===== config.mk =====
export PLATFORM = sky130hd
export DESIGN_NAME = piso_serializer
export DESIGN_NICKNAME = d
export VERILOG_FILES = /design/src/rtl/serdes_pkg.sv /design/src/rtl/bit_down_counter.sv /design/src/rtl/piso_serializer.sv
export SDC_FILE = /design/constraint.sdc
export NUM_CORES = 1
export LEC_CHECK = 0
export ABC_CLOCK_PERIOD_IN_PS = 2400
export BUFFER_PORTS_ARGS = -buffer_cell sky130_fd_sc_hd__buf_4
export CAP_MARGIN = 15
export CORE_MARGIN = 2
export CORE_UTILIZATION = 35
export CTS_CLUSTER_SIZE = 25
export DETAILED_ROUTE_END_ITERATION = 7
export PLACE_DENSITY = 0.59
export SKIP_CTS_REPAIR_TIMING = 1
export SYNTH_ARGS = -nofsm -noshare
export SYNTH_HDL_FRONTEND = slang
export SYNTH_SLANG_ARGS = --single-unit

===== constraint.sdc =====
create_clock -name clk -period 2.4 [get_ports clk]
set_input_delay 0.24 -clock clk [delete_from_list [all_inputs] [get_ports clk]]
set_output_delay 0.24 -clock clk [all_outputs]
set_load 0.005 [all_outputs]

===== src/rtl/serdes_pkg.sv =====
// rtl/serdes_pkg.sv - shared encodings for the parallel-in/serial-out slice
package serdes_pkg;

  typedef enum logic {
    ST_IDLE  = 1'b0,
    ST_SHIFT = 1'b1
  } ser_state_e;

  localparam logic ORDER_LSB = 1'b0;
  localparam logic ORDER_MSB = 1'b1;

endpackage


===== src/rtl/bit_down_counter.sv =====
// rtl/bit_down_counter.sv - loadable down counter flagging the final count
module bit_down_counter
  import serdes_pkg::*;
#(
  parameter int CNT_W = 6
) (
  input  logic             clk,
  input  logic             reset,
  input  logic             load,
  input  logic [CNT_W-1:0] load_val,
  input  logic             dec,
  output logic             is_one
);

  logic [CNT_W-1:0] count;

  // a load on the final decrement wins so back-to-back frames restart cleanly
  always_ff @(posedge clk or posedge reset) begin
    if (reset) begin
      count <= '0;
    end else if (load) begin
      count <= load_val;
    end else if (dec) begin
      count <= count - CNT_W'(1);
    end
  end

  assign is_one = (count == CNT_W'(1));

endmodule


===== src/rtl/piso_serializer.sv =====
// rtl/piso_serializer.sv - parallel-in/serial-out shift engine with load handshake
module piso_serializer
  import serdes_pkg::*;
#(
  parameter int WIDTH = 32
) (
  input  logic             clk,
  input  logic             reset,
  input  logic             load_valid,
  output logic             load_ready,
  input  logic [WIDTH-1:0] load_data,
  input  logic             msb_first,
  input  logic             shift_en,
  output logic             ser_out,
  output logic             ser_valid,
  output logic             ser_last,
  output logic             busy,
  output logic             done
);

  localparam int CNT_W = $clog2(WIDTH + 1);

  ser_state_e       state, state_nxt;
  logic [WIDTH-1:0] shreg;
  logic             dir;
  logic             cnt_is_one;
  logic             step;
  logic             load_fire;

  assign step       = (state == ST_SHIFT) & shift_en;
  assign load_ready = (state == ST_IDLE) | (step & cnt_is_one);
  assign load_fire  = load_valid & load_ready;
  assign busy       = (state == ST_SHIFT);

  bit_down_counter #(.CNT_W(CNT_W)) u_cnt (
    .clk      (clk),
    .reset    (reset),
    .load     (load_fire),
    .load_val (CNT_W'(WIDTH)),
    .dec      (step),
    .is_one   (cnt_is_one)
  );

  always_ff @(posedge clk or posedge reset) begin
    if (reset) begin
      state <= ST_IDLE;
    end else begin
      state <= state_nxt;
    end
  end

  always_comb begin
    state_nxt = state;
    case (state)
      ST_IDLE:  if (load_fire) state_nxt = ST_SHIFT;
      ST_SHIFT: if (step && cnt_is_one && !load_fire) state_nxt = ST_IDLE;
      default:  state_nxt = ST_IDLE;
    endcase
  end

  // the last bit of the old word leaves on the same edge the new word is captured
  always_ff @(posedge clk or posedge reset) begin
    if (reset) begin
      shreg     <= '0;
      dir       <= ORDER_LSB;
      ser_out   <= 1'b0;
      ser_valid <= 1'b0;
      ser_last  <= 1'b0;
      done      <= 1'b0;
    end else begin
      ser_valid <= step;
      ser_last  <= step & cnt_is_one;
      done      <= step & cnt_is_one;
      if (step) begin
        ser_out <= (dir == ORDER_MSB) ? shreg[WIDTH-1] : shreg[0];
      end
      if (load_fire) begin
        shreg <= load_data;
        dir   <= msb_first;
      end else if (step) begin
        shreg <= (dir == ORDER_MSB) ? (shreg << 1) : (shreg >> 1);
      end
    end
  end

endmodule


==> impl_metrics.ini <==
[yosys]
synth_cell_types = 36
synth-seq-cells = 43
yosysMostFrequentCell = a21oi_1
synth_async_reset_ratio_pct = 100
synth_top_area_cell = dfrtp_1
yosys_warnings = 0
synth_nets = 294
ys.flop_type = dfrtp_1
synth.cell_area_mm2 = 0.00268
synth_top_cell_area_share_pct = 40.1
netlist_instances = 255
synth_seq_area_share_pct = 40.1
synth.top_cells.by_count = a21oi_1, dfrtp_1, mux2i_1
postSynthAreaPerCell_um2 = 10.5
synth-edff-count = 0
netlist_top_cells_area = dfrtp_1, a21oi_1, mux2_4

[floorplanning]
fp.coreArea_mm2 = 0.00733
die_x_um = 91.5
fp.dieArea_mm2 = 0.00838
core.rowCount = 31
initial_core_util_pct = 36.6
io_pins = 43
die_h_um = 91.5

[layout]
syn2layout_area_growth_pct = 19.4
utilization_pct = 43.7
layout-drive-gt1-share_pct = 34.8
finish.net_count = 331
n_antenna_cell = 0
number_of_filler_instances_in_the_final_layout = 715

[setup_path]
timing.critical_path.arrival_ns = 2.20
crit_path_max_fanout = 9
critical_path.cell_chain = or4_1, buf_4, o21ai_0, mux2_2
worstPathRequired_ns = 2.59
cp_bufs_invs = 1
timing.critical_path.slowest_cell_delay_ns = 0.56
worstSetupEndpointType = register
timing.rr.start = u_cnt.count[2]
crit-reg2reg-capture = dir
setup.worst_path.start_class = register
worstRegToRegCells = 4
worst_path_max_delay_cell = or4_1
reg_to_reg_setup_timing_slack_ns = 0.39
critPathTopFamily = simple AND/OR/NAND/NOR gates
critPathKind = register to register

[min_path]
timing.hold.worst.class = input pin to async pin

[detailed_routing]
routed_wirelength_um = 5900
maxUsedRoutingLayer = met4
routed-wl-met3_um = 324
drtIter0Drc = 117
drc = 0
met2_wl_um = 2780
via_count = 2074
detail-route-antenna-nets = 0
routedLengthMet1_um = 2710
drt_pre_antenna_iters = 5
drt-wirelength-per-cell_um = 15.1
avgViaCountPerCell = 5.29

[global_route]
grt.total_usage_pct = 15.0
grt_pass1_wl_um = 10100
antenna_found_initial = 0
grt-ovfl-total = 0
grt_max_degree = 44
first_global_vias = 2108

[clock_network]
cts-root-buf = clkbuf_8
cts-buffers-inserted = 5
worst_skew_pair.late_latency_ns = 0.30
tritoncts_num_sinks = 43
cts_max_path_bufs = 2
cts_htree_levels = 2
cts_tree = done
clk_pin_slew_worst_paths_ns = 0.09

[sta]
final.setup.tns_ns = 0
worst_slew_margin_rel_pct = 62.7
worst_slew_pin_slew_ns = 0.560
rsz0062_at_grt = no
clock.fmax_ghz = 0.499
holdWs_ns = 0.0799
final-hold-violation-count = 0
min_period_ns = 2.01
post-route-period-util_pct = 83.6
report.final.setup_viol = 0
fin_skew_ns = 0.00749
max_transition_viols_final = 0

[outcome]
status = complete, no violations

[power_and_ir_drop]
leakage_nw = 1.43
p_total_w = 0.00327
ir_drop_uv = 483
power_density_mw_per_mm2 = 1020

[placed_design]
finalWeightedCongestion = 0.842
place.detailed.hpwl_um = 4090
port-buffer-count = 42

[flow_run]
max-cap-violations = 0
==> power breakdown <==
group	switching (W)	internal [W]
logic	0.000591	0.000804
clock network	0.000255	0.000337
registers	0.000265	0.00102
total	0.00111	0.00216
==> logic make-up (layout without fill, tap and decap cells) <==
group / after synthesis / in the layout / share of synthesized area [%]
AND/OR/NAND/NOR: 30 / 30 / 6.06
buffers and inverters: 32 / 70 / 6.44
multiplexers: 64 / 64 / 28.3
adder cells (fa/ha/maj): 2 / 2 / 0.933
flip-flops: 43 / 43 / 40.1
AO/OA/AOI/OAI: 84 / 84 / 18.1
==> area by class of cell <==
cell class / count / area [µm²] / area share, %
inverter: 10 / 37.5 / 1.17
timing repair buffer: 52 / 415 / 13.0
sequential: 43 / 1080 / 33.6
tap: 99 / 124 / 3.87
clock inverter: 2 / 35.0 / 1.09
multi-input combinational: 180 / 1430 / 44.7
clock buffer: 6 / 82.6 / 2.58
==> per-stage QoR <==
| stage | setup slack (ns) | area (µm²) | std cells |
|---|---|---|---|
| 2_1_floorplan | 0.442 | 2680 | 255 |
| 3_3_place_gp | 0.438 | 3090 | 384 |
| 3_5_place_dp | 0.400 | 3090 | 384 |
| 4_1_cts | 0.394 | 3200 | 392 |
| 5_1_grt | 0.293 | 3200 | 392 |
| 6_report | 0.394 | 3200 | 392 |
==> registers in the layout, indices dropped and copies added, names as in the netlist <==
register / count
busy: 1
done: 1
dir: 1
ser_valid: 1
shreg: 32
u_cnt.count: 6
ser_out: 1
==> placed cells by master (no fill, tap or decap), types with 2 or more instances in the layout <==
cell type  instances
a21oi_1           58
a22oi_1            6
a31o_2             3
buf_12             2
buf_4             50
clkbuf_8           6
dfrtp_1           43
ha_1               2
inv_1             10
mux2_2            19
mux2_4            19
mux2i_1           26
nand2_1            4
nand2b_1           3
nand3_1            3
nand4_1            3
nor2_1             4
nor3_1             6
o21ai_0            3
o31ai_1            8
==> worst register-to-register path, cell delays in order, from the launching register on <==
cell and delay, ns:
dfrtp_1 0.45, or4_1 0.56, buf_4 0.19, o21ai_0 0.34, mux2_2 0.38
==> routing by layer <==
layer  track usage [%]  up-vias
met4              4.80        0
li1                  -     1019
met3              3.40        8
met2              24.0       62
met1              20.0      985
met5                 0        -
==> worst max-delay path by stage <==
stage,start,cells past startpoint,end,slack [ns]
3_5_place_dp,u_cnt.count[2],4,dir,0.40
5_1_grt,u_cnt.count[2],4,dir,0.29
2_1_floorplan,u_cnt.count[2],6,shreg[10],0.44
3_3_place_gp,u_cnt.count[2],4,dir,0.44
6_report,u_cnt.count[2],4,dir,0.39
4_1_cts,u_cnt.count[2],4,dir,0.39
Power figures use the tool's default switching activity.
